`config.mk`:
```
export PLATFORM = sky130hd
export DESIGN_NAME = mixer_accum_sequencer
export DESIGN_NICKNAME = d
export VERILOG_FILES = /design/src/rtl/mixer_seq_pkg.sv /design/src/rtl/mixer_tag_delay.sv /design/src/rtl/mixer_accum_sequencer.sv
export SDC_FILE = /design/constraint.sdc
export NUM_CORES = 1
export LEC_CHECK = 0
export CORE_MARGIN = 4
export CORE_UTILIZATION = 45
export DETAILED_ROUTE_END_ITERATION = 8
export GPL_ROUTABILITY_DRIVEN = 0
export GPL_TIMING_DRIVEN = 0
export PLACE_DENSITY = 0.95
export SETUP_SLACK_MARGIN = 0.3
export SYNTH_ARGS = -nofsm -noshare
export SYNTH_HDL_FRONTEND = slang
export SYNTH_SLANG_ARGS = --single-unit
export TNS_END_PERCENT = 10
```
`constraint.sdc`:
```
create_clock -name clk -period 6.1 [get_ports clk]
set_input_delay 0.61 -clock clk [delete_from_list [all_inputs] [get_ports clk]]
set_output_delay 0.61 -clock clk [all_outputs]
set_load 0.03 [all_outputs]
```
`src/rtl/mixer_seq_pkg.sv`:
```
// Shared constants for the mixer accumulate sequencer: default mixer timing,
// FSM state encodings and the sload-before-capture ordering check.
package mixer_seq_pkg;

  localparam int MIX_LATENCY_DEF  = 6;
  localparam int SLOAD_OFFSET_DEF = 4;

  localparam logic [1:0] IDLE  = 2'd0;
  localparam logic [1:0] RUN   = 2'd1;
  localparam logic [1:0] DRAIN = 2'd2;

  function automatic bit offsets_ordered(input int sload_offset, input int mix_latency);
    return sload_offset < mix_latency;
  endfunction

  // The clear of a window must land before that window's sum is read out.
  localparam bit SLOAD_BEFORE_CAPTURE = offsets_ordered(SLOAD_OFFSET_DEF, MIX_LATENCY_DEF);

endpackage

```
`src/rtl/mixer_tag_delay.sv`:
```
// Single-bit tag shift register; dout is the tag DEPTH cycles later and any
// reports whether a tag is still in flight.
module mixer_tag_delay
  import mixer_seq_pkg::*;
#(
  parameter int DEPTH = 4
) (
  input  logic clk,
  input  logic rst_n,
  input  logic din,
  output logic dout,
  output logic any
);

  logic [DEPTH-1:0] sr;

  always_ff @(posedge clk) begin
    if (!rst_n) begin
      sr <= '0;
    end else begin
      sr <= (sr << 1) | DEPTH'(din);
    end
  end

  assign dout = sr[DEPTH-1];
  assign any  = |sr;

endmodule

```
`src/rtl/mixer_accum_sequencer.sv`:
```
// Sequencer for a complex multiply-accumulate mixer: gates sample/LO operands,
// pulses sload at each window start and captures the window sum once drained.
module mixer_accum_sequencer
  import mixer_seq_pkg::*;
#(
  parameter int AWIDTH       = 16,
  parameter int BWIDTH       = 18,
  parameter int SIZEOUT      = 40,
  parameter int LEN_WIDTH    = 16,
  parameter int MIX_LATENCY  = MIX_LATENCY_DEF,
  parameter int SLOAD_OFFSET = SLOAD_OFFSET_DEF
) (
  input  logic                 clk,
  input  logic                 rst_n,
  input  logic [LEN_WIDTH-1:0] cfg_len,
  input  logic                 cfg_continuous,
  input  logic                 start,
  input  logic                 stop,
  output logic                 busy,
  input  logic                 s_valid,
  input  logic [AWIDTH-1:0]    s_ar,
  input  logic [AWIDTH-1:0]    s_ai,
  input  logic [BWIDTH-1:0]    s_br,
  input  logic [BWIDTH-1:0]    s_bi,
  output logic [AWIDTH-1:0]    mix_ar,
  output logic [AWIDTH-1:0]    mix_ai,
  output logic [BWIDTH-1:0]    mix_br,
  output logic [BWIDTH-1:0]    mix_bi,
  output logic                 mix_sload,
  input  logic [SIZEOUT-1:0]   mix_pr,
  input  logic [SIZEOUT-1:0]   mix_pi,
  output logic                 res_valid,
  input  logic                 res_ready,
  output logic [SIZEOUT-1:0]   res_re,
  output logic [SIZEOUT-1:0]   res_im,
  output logic                 overrun,
  input  logic                 overrun_clr
);

  if (!(SLOAD_BEFORE_CAPTURE && offsets_ordered(SLOAD_OFFSET, MIX_LATENCY))) begin : g_bad_offsets
    $error("SLOAD_OFFSET must be smaller than MIX_LATENCY");
  end

  function automatic logic [LEN_WIDTH-1:0] norm_len(input logic [LEN_WIDTH-1:0] len);
    return (len == '0) ? LEN_WIDTH'(1) : len;
  endfunction

  logic [1:0]                state;
  logic [LEN_WIDTH-1:0]      cnt;
  logic [LEN_WIDTH-1:0]      len_q;
  logic                      stop_pending;
  logic                      accept;
  logic                      first_smp;
  logic                      last_smp;
  logic signed [AWIDTH-1:0]  ar_p1;
  logic signed [AWIDTH-1:0]  ai_p1;
  logic signed [BWIDTH-1:0]  br_p1;
  logic signed [BWIDTH-1:0]  bi_p1;
  logic                      stag_p1;
  logic                      etag_p1;
  logic                      start_any;
  logic                      end_any;
  logic                      capture;
  logic                      drain_done;

  assign accept    = s_valid && (state == RUN);
  assign first_smp = accept && (cnt == '0);
  assign last_smp  = accept && (cnt == len_q - LEN_WIDTH'(1));

  // Stage p1: operands and window tags registered onto the mixer inputs
  always_ff @(posedge clk) begin
    if (!rst_n) begin
      ar_p1   <= '0;
      ai_p1   <= '0;
      br_p1   <= '0;
      bi_p1   <= '0;
      stag_p1 <= 1'b0;
      etag_p1 <= 1'b0;
    end else begin
      ar_p1   <= accept ? s_ar : '0;
      ai_p1   <= accept ? s_ai : '0;
      br_p1   <= accept ? s_br : '0;
      bi_p1   <= accept ? s_bi : '0;
      stag_p1 <= first_smp;
      etag_p1 <= last_smp;
    end
  end

  assign mix_ar = ar_p1;
  assign mix_ai = ai_p1;
  assign mix_br = br_p1;
  assign mix_bi = bi_p1;

  mixer_tag_delay #(.DEPTH(SLOAD_OFFSET)) u_start_dly (
    .clk  (clk),
    .rst_n(rst_n),
    .din  (stag_p1),
    .dout (mix_sload),
    .any  (start_any)
  );

  mixer_tag_delay #(.DEPTH(MIX_LATENCY)) u_end_dly (
    .clk  (clk),
    .rst_n(rst_n),
    .din  (etag_p1),
    .dout (capture),
    .any  (end_any)
  );

  assign drain_done = !(stag_p1 || start_any || etag_p1 || end_any);

  always_ff @(posedge clk) begin
    if (!rst_n) begin
      state        <= IDLE;
      cnt          <= '0;
      len_q        <= '0;
      stop_pending <= 1'b0;
    end else begin
      case (state)
        IDLE: begin
          stop_pending <= 1'b0;
          if (start) begin
            state <= RUN;
            len_q <= norm_len(cfg_len);
            cnt   <= '0;
          end
        end
        RUN: begin
          if (stop) stop_pending <= 1'b1;
          if (last_smp) begin
            cnt   <= '0;
            len_q <= norm_len(cfg_len);
            if (!cfg_continuous || stop_pending) state <= DRAIN;
          end else if (accept) begin
            cnt <= cnt + LEN_WIDTH'(1);
          end
        end
        DRAIN: begin
          if (drain_done) begin
            state        <= IDLE;
            stop_pending <= 1'b0;
          end
        end
        default: state <= IDLE;
      endcase
    end
  end

  assign busy = (state != IDLE);

  // Single-entry result buffer; a capture into an unconsumed entry is dropped
  always_ff @(posedge clk) begin
    if (!rst_n) begin
      res_valid <= 1'b0;
      res_re    <= '0;
      res_im    <= '0;
      overrun   <= 1'b0;
    end else begin
      if (capture && (!res_valid || res_ready)) begin
        res_valid <= 1'b1;
        res_re    <= mix_pr;
        res_im    <= mix_pi;
      end else if (res_valid && res_ready) begin
        res_valid <= 1'b0;
      end
      if (capture && res_valid && !res_ready) begin
        overrun <= 1'b1;
      end else if (overrun_clr) begin
        overrun <= 1'b0;
      end
    end
  end

endmodule

```
Word level (Yosys, flattened, before mapping)
Index checks and enable logic that the tools add are counted.
{ "classes": {"add_sub_neg": 2, "n_eq_ne": 9, "n_mux": 20, "bitwise": 2, "n_reduce_logical": 30} }
{ "op_table": {"columns": ["op", "count"], "rows": [
  ["16-bit 2-to-1 mux", 6],
  ["16-bit one-hot mux with 2 select lines", 2],
  ["16-bit zero test", 2],
  ["16-bit by 1-bit adder with 16-bit output, second input constant", 1],
  ["16-bit == test", 1],
  ["16-bit by 1-bit subtractor with 16-bit output, second input constant", 1],
  ["3-bit AND reduction", 3],
  ["2-bit 2-to-1 mux", 4],
  ["2-bit != test, second input constant", 4],
  ["2-bit nonzero test", 4],
  ["1-bit logical AND", 7],
  ["1-bit 2-to-1 mux", 6],
  ["6-bit by 1-bit bitwise OR with 6-bit output", 1],
  ["2-bit one-hot mux with 3 select lines", 1],
  ["6-bit OR reduction", 1],
  ["1-bit logical OR", 5],
  ["4-bit by 1-bit bitwise OR with 4-bit output", 1],
  ["4-bit AND reduction", 1],
  ["4-bit OR reduction", 1],
  ["1-bit zero test", 3],
  ["3-bit != test, second input constant", 1],
  ["1-bit one-hot mux with 3 select lines", 1],
  ["3-bit nonzero test", 1],
  ["2-bit by 1-bit == test with 1-bit output, second input constant", 1],
  ["4 further kinds", 4]
]} }
{ "totals": {"register_bits": 197, "output_inout_bits": 152} }

Logic depth before layout (Yosys ltp)
{ "logic_depth": {"ltp_word": 6, "ltp_mapped": 11, "ltp_nobuf": 10} }

Modules after synthesis
From an unflattened synthesis, not the netlist that was laid out.
{ "hier_totals": {"cells_unflattened": 809, "hier_area_um2": 7448.4} }
{ "modules_own_cells": {"columns": ["module", "n_inst", "cells_per_inst", "area_per_inst_um2", "seq_area_each_um2"], "rows": [
  ["mixer_accum_sequencer", 1, 785, 7163.1, 3743.6],
  ["mixer_tag_delay at u_end_dly", 1, 15, 171.4, 120.1],
  ["mixer_tag_delay at u_start_dly", 1, 9, 113.9, 80.1]
]} }

Worst setup path after synthesis
No wires, ideal clock.
{ "synth_path": {"kind": "reg-to-reg", "startpoint": "register len_q[0]", "endpoint": "register cnt[10]", "setup_time_ns": 0.132, "arrival_ns": 2.615, "setup_slack_ns": 3.353, "path_stages_with_launch": 12, "n_path_buf": 1, "synth_period_minus_slack_ns": 2.747, "path_cell_list": "dfxtp_1 -> inv_1 -> ha_1 -> or4b_4 -> o21ai_1 -> o311a_1 -> a31oi_1 -> or4_4 -> o31a_4 -> nor2_4 -> buf_6 -> nor3_1"} }
{ "synth_via": {"elab_chain_cells": 5} }
{ "synth_lines": {"columns": ["item", "line_no", "rtl"], "rows": [
  ["start, declared", "mixer_accum_sequencer.sv:50", "logic [LEN_WIDTH-1:0] len_q;"],
  ["start signal, assigned", "mixer_accum_sequencer.sv:124", "len_q <= norm_len(cfg_len);"],
  ["start signal, assigned", "mixer_accum_sequencer.sv:132", "len_q <= norm_len(cfg_len);"],
  ["16-bit by 1-bit subtractor with 16-bit output *", "mixer_accum_sequencer.sv:68", "assign last_smp = accept && (cnt == len_q - LEN_WIDTH'(1));"],
  ["16-bit == test *", "mixer_accum_sequencer.sv:68", null],
  ["1-bit logical AND *", "mixer_accum_sequencer.sv:68", null],
  ["3-bit != test (no source line) / 16-bit 2-to-1 mux (equally long branches)", null, null],
  ["3-bit AND reduction (no source line) / 16-bit one-hot mux with 2 select lines (equally long branches)", null, null],
  ["end signal, assigned", "mixer_accum_sequencer.sv:135", "cnt <= cnt + LEN_WIDTH'(1);"],
  ["end, declared", "mixer_accum_sequencer.sv:49", "logic [LEN_WIDTH-1:0] cnt;"]
]} }
Mark *: on every way between the ends. The rest lies on a longest branch, timed or not.
A chain may end at the register's enable or synchronous reset.

Worst setup path in the final report
{ "layout_path": {"startpoint": "register len_q[0]", "endpoint": "register cnt[7]"} }
Same word-level chain as after synthesis.

==> results.sh <==
export IMPL_status="finished clean"
export IMPL_h_tree_depth=4
export IMPL_netlist_area_mm2=0.00710
export IMPL_critPathLaunchType="flip-flop"
export IMPL_path_cells="inv_1, ha_1, or4b_4, o21ai_1, o311a_1, a31oi_1, or4_4, o31a_4, nor2_4, buf_6, nor3_1"
export IMPL_criticalPathCategory="flip-flop to flip-flop"
export IMPL_io_buffers=323
export IMPL_cp_end_kind="flip-flop"
export IMPL_switching_share_pct=23.2
export IMPL_cts_buffers=17
export IMPL_slew_headroom_pct=50.7
export IMPL_seq_power_share_pct=48.0
export IMPL_ys_top_cells_by_area="dfxtp_1 (56%), nand2_1 (9.4%), a21oi_1 (7.3%)"
export IMPL_die_x_um=134
export IMPL_p_per_area_mw_per_mm2=246
export IMPL_worstSkewPairLatency_ns=0.43
export IMPL_fin_nets=1312
export IMPL_wl_per_cell_um=17.5
export IMPL_crit_arrival_ns=3.36
export IMPL_antenna_found_initial=0
export IMPL_cpMaxStageDelayCell="or4_4"
export IMPL_power_leakage_uw=0.00400
export IMPL_clk_pin_slew_ns=0.07
export IMPL_ff2ff_setup_slack_ns=3.02
export IMPL_start_util_pct=46.4
export IMPL_areaGrowthSynthToFinish_pct=57.6
export IMPL_async_reset_ff_share_pct=0
export IMPL_hold_path_class="flip-flop to flip-flop"
export IMPL_power_internal_uw=2110
export IMPL_drt_initial_drc_count=442
export IMPL_slew_violations=0
export IMPL_ir_drop_v=0.000202
export IMPL_p_clk_share_pct=40.5
export IMPL_ys_ff_latch=197
export IMPL_power_switching_uw=637
export IMPL_yosysWarnings=0
export IMPL_synth_top_area_share_pct=55.5
export IMPL_cts_root_buf="clkbuf_16"
export IMPL_timing_final_crit_period_ns=3.08
export IMPL_die_h_um=134
export IMPL_coreArea_mm2=0.0153
export IMPL_cts_setup_buffers=0
export IMPL_io_pins=324
export IMPL_row_count=45
export IMPL_vias=7029
export IMPL_gr_total_overflow=0
export IMPL_cts_sinks=197
export IMPL_cts_resized_gates=0
export IMPL_fin_util_pct=73.1
export IMPL_max_cap_viol_count=0
export IMPL_drive_above_1_share_pct=4.61
export IMPL_grt_max_degree=17
export IMPL_cts_tree="done"
export IMPL_synth_seq_area_share_pct=55.5
export IMPL_worst_pin_slew_ns=0.729
export IMPL_synth_edf_count=0
export IMPL_setup_viol=0
export IMPL_grt_pass1_wl_um=35900
export IMPL_dp_hpwl_um=18500
export IMPL_drtAntennaViolNets=0
export IMPL_syn_num_nets=970
export IMPL_die_area_mm2=0.0179
export IMPL_post_route_period_util_pct=50.5
export IMPL_nFillCells=1071
export IMPL_syn_inst=795
export IMPL_drc_errors=0
export IMPL_cp_slowest_stage_delay_ns=0.57
export IMPL_ctsHoldBuffers=0
export IMPL_diodes=0
export IMPL_finalSetupTns_ns=0
export IMPL_drt_wl_total_um=23800
export IMPL_grt_total_usage_pct=25.6
export IMPL_dr_pass1_iters=5
export IMPL_crit_fanout=10
export IMPL_synth_top_area_cell="dfxtp_1"
export IMPL_ys_types=52
export IMPL_rsz0062_at_grt="false"
export IMPL_pwr_share_comb_pct=11.4
export IMPL_crit_required_ns=6.38
export IMPL_ctsLongestPathBuffers=2
export IMPL_max_freq_ghz=0.325
export IMPL_avgViaCountPerCell=5.17
export IMPL_grt_pass1_vias=6819
export IMPL_skew_ns=0.0112
export IMPL_avgSynthCellArea_um2=8.93
export IMPL_synthFlopType="dfxtp_1"
export IMPL_hold_viol_final=0
path summary, 6_finish.rpt:
check / from / endpoint / cells past startpoint
worst max-delay path: len_q[0]$_SDFFE_PN0P_ / cnt[7]$_SDFFE_PN0P_ / 11
worst min-delay path: res_im[2]$_SDFFE_PN0P_ / res_im[2]$_SDFFE_PN0P_ / 2
worst max register to register: len_q[0]$_SDFFE_PN0P_ / cnt[7]$_SDFFE_PN0P_ / 11
worst min register to register: res_im[2]$_SDFFE_PN0P_ / res_im[2]$_SDFFE_PN0P_ / 2
synth_stat cells (3+ instances only):
library cell,count
dfxtp_1,197
nand2_1,177
a21oi_1,103
and2_1,81
clkbuf_1,40
nand3_1,26
nor3_1,22
xor2_1,19
xnor2_1,14
nor2_1,12
o21ai_0,11
nor4_1,10
o21ai_1,9
nand4_1,7
nor2b_1,7
buf_2,6
and3_1,5
inv_1,5
a31oi_1,3
buf_6,3
ha_1,3
flip-flops by register name (all words and copies together), names as in the netlist:
signal	flops
stop_pending	1
mix_ar	16
mix_bi	18
res_valid	1
state	2
mix_br	18
cnt	16
res_im	40
overrun	1
mix_ai	16
res_re	40
stag_p1	1
etag_p1	1
len_q	16
u_end_dly.sr	6
u_start_dly.sr	4
cells in the final DEF (no fill, tap or decap), types with 5 or more instances in the layout:
| cell type | count |
|---|---|
| a21oi_1 | 103 |
| and2_1 | 81 |
| and3_1 | 5 |
| buf_2 | 6 |
| clkbuf_1 | 40 |
| clkbuf_16 | 17 |
| clkdlybuf4s50_1 | 323 |
| dfxtp_1 | 197 |
| inv_1 | 5 |
| nand2_1 | 177 |
| nand3_1 | 26 |
| nand4_1 | 7 |
| nor2_1 | 12 |
| nor2b_1 | 7 |
| nor3_1 | 22 |
| nor4_1 | 10 |
| o21ai_0 | 11 |
| o21ai_1 | 9 |
| xnor2_1 | 14 |
| xor2_1 | 19 |
through the flow:
step	instances	total power, uW	setup slack, ns	hold slack [ns]	area [um2]
6_report	1360	2750	3.02	0.455	11200
3_5_place_dp	1329	1660	3.07	0.444	10600
4_1_cts	1360	2760	3.04	0.455	11200
5_1_grt	1360	2840	2.89	0.466	11200
3_3_place_gp	1329	1650	3.10	0.436	10600
2_1_floorplan	795	1490	3.35	0.430	7100
power by group through the flow:
| stage | Sequential (uW) | Clock [uW] | Combinational, uW |
|---|---|---|---|
| 2_1_floorplan | 1370 | 0 | 124 |
| 3_3_place_gp | 1350 | 0 | 301 |
| 3_5_place_dp | 1350 | 0 | 308 |
| 4_1_cts | 1320 | 1130 | 312 |
| 5_1_grt | 1320 | 1180 | 335 |
| 6_report | 1320 | 1110 | 314 |
layout make-up:
cell class              instances  area (um2)  area share (%)
clock buffers                  20         467            4.17
inverters                       6        22.5           0.201
well taps                     211         264            2.36
clock inverters                11         125            1.12
repair buffers                323        3230            28.9
plain buffers                  50         221            1.98
multi-input cells             542        2910            26.0
flip-flops and latches        197        3940            35.2
worst max-delay path: cells and delay by family (launching register included):
kind / cells / cell delay (ns)
simple gates: 4 / 1.35
compound gates: 4 / 0.74
flops: 1 / 0.36
buf+inv: 2 / 0.24
fa+ha+maj: 1 / 0.24
cell families after synthesis:
group / after synthesis / share of synthesized area (%)
and+or+nand+nor: 361 / 24.9
DFF: 197 / 55.5
AOI/OAI and AO/OA: 144 / 11.4
buffers and inverters: 56 / 3.44
xor gates and xnor gates: 33 / 4.07
adders and majority gates: 3 / 0.529
muxes: 1 / 0.141
routing by layer:
metal | wire, um | vias up | GRT usage [%]
li1 | - | 3320 | -
met1 | 8670 | 3274 | 28.2
met2 | 12300 | 361 | 46.5
met3 | 1840 | 74 | 6.68
met4 | 928 | 0 | 10.6
met5 | 0 | - | 0
Note: power is estimated with default switching activity, not from simulation.
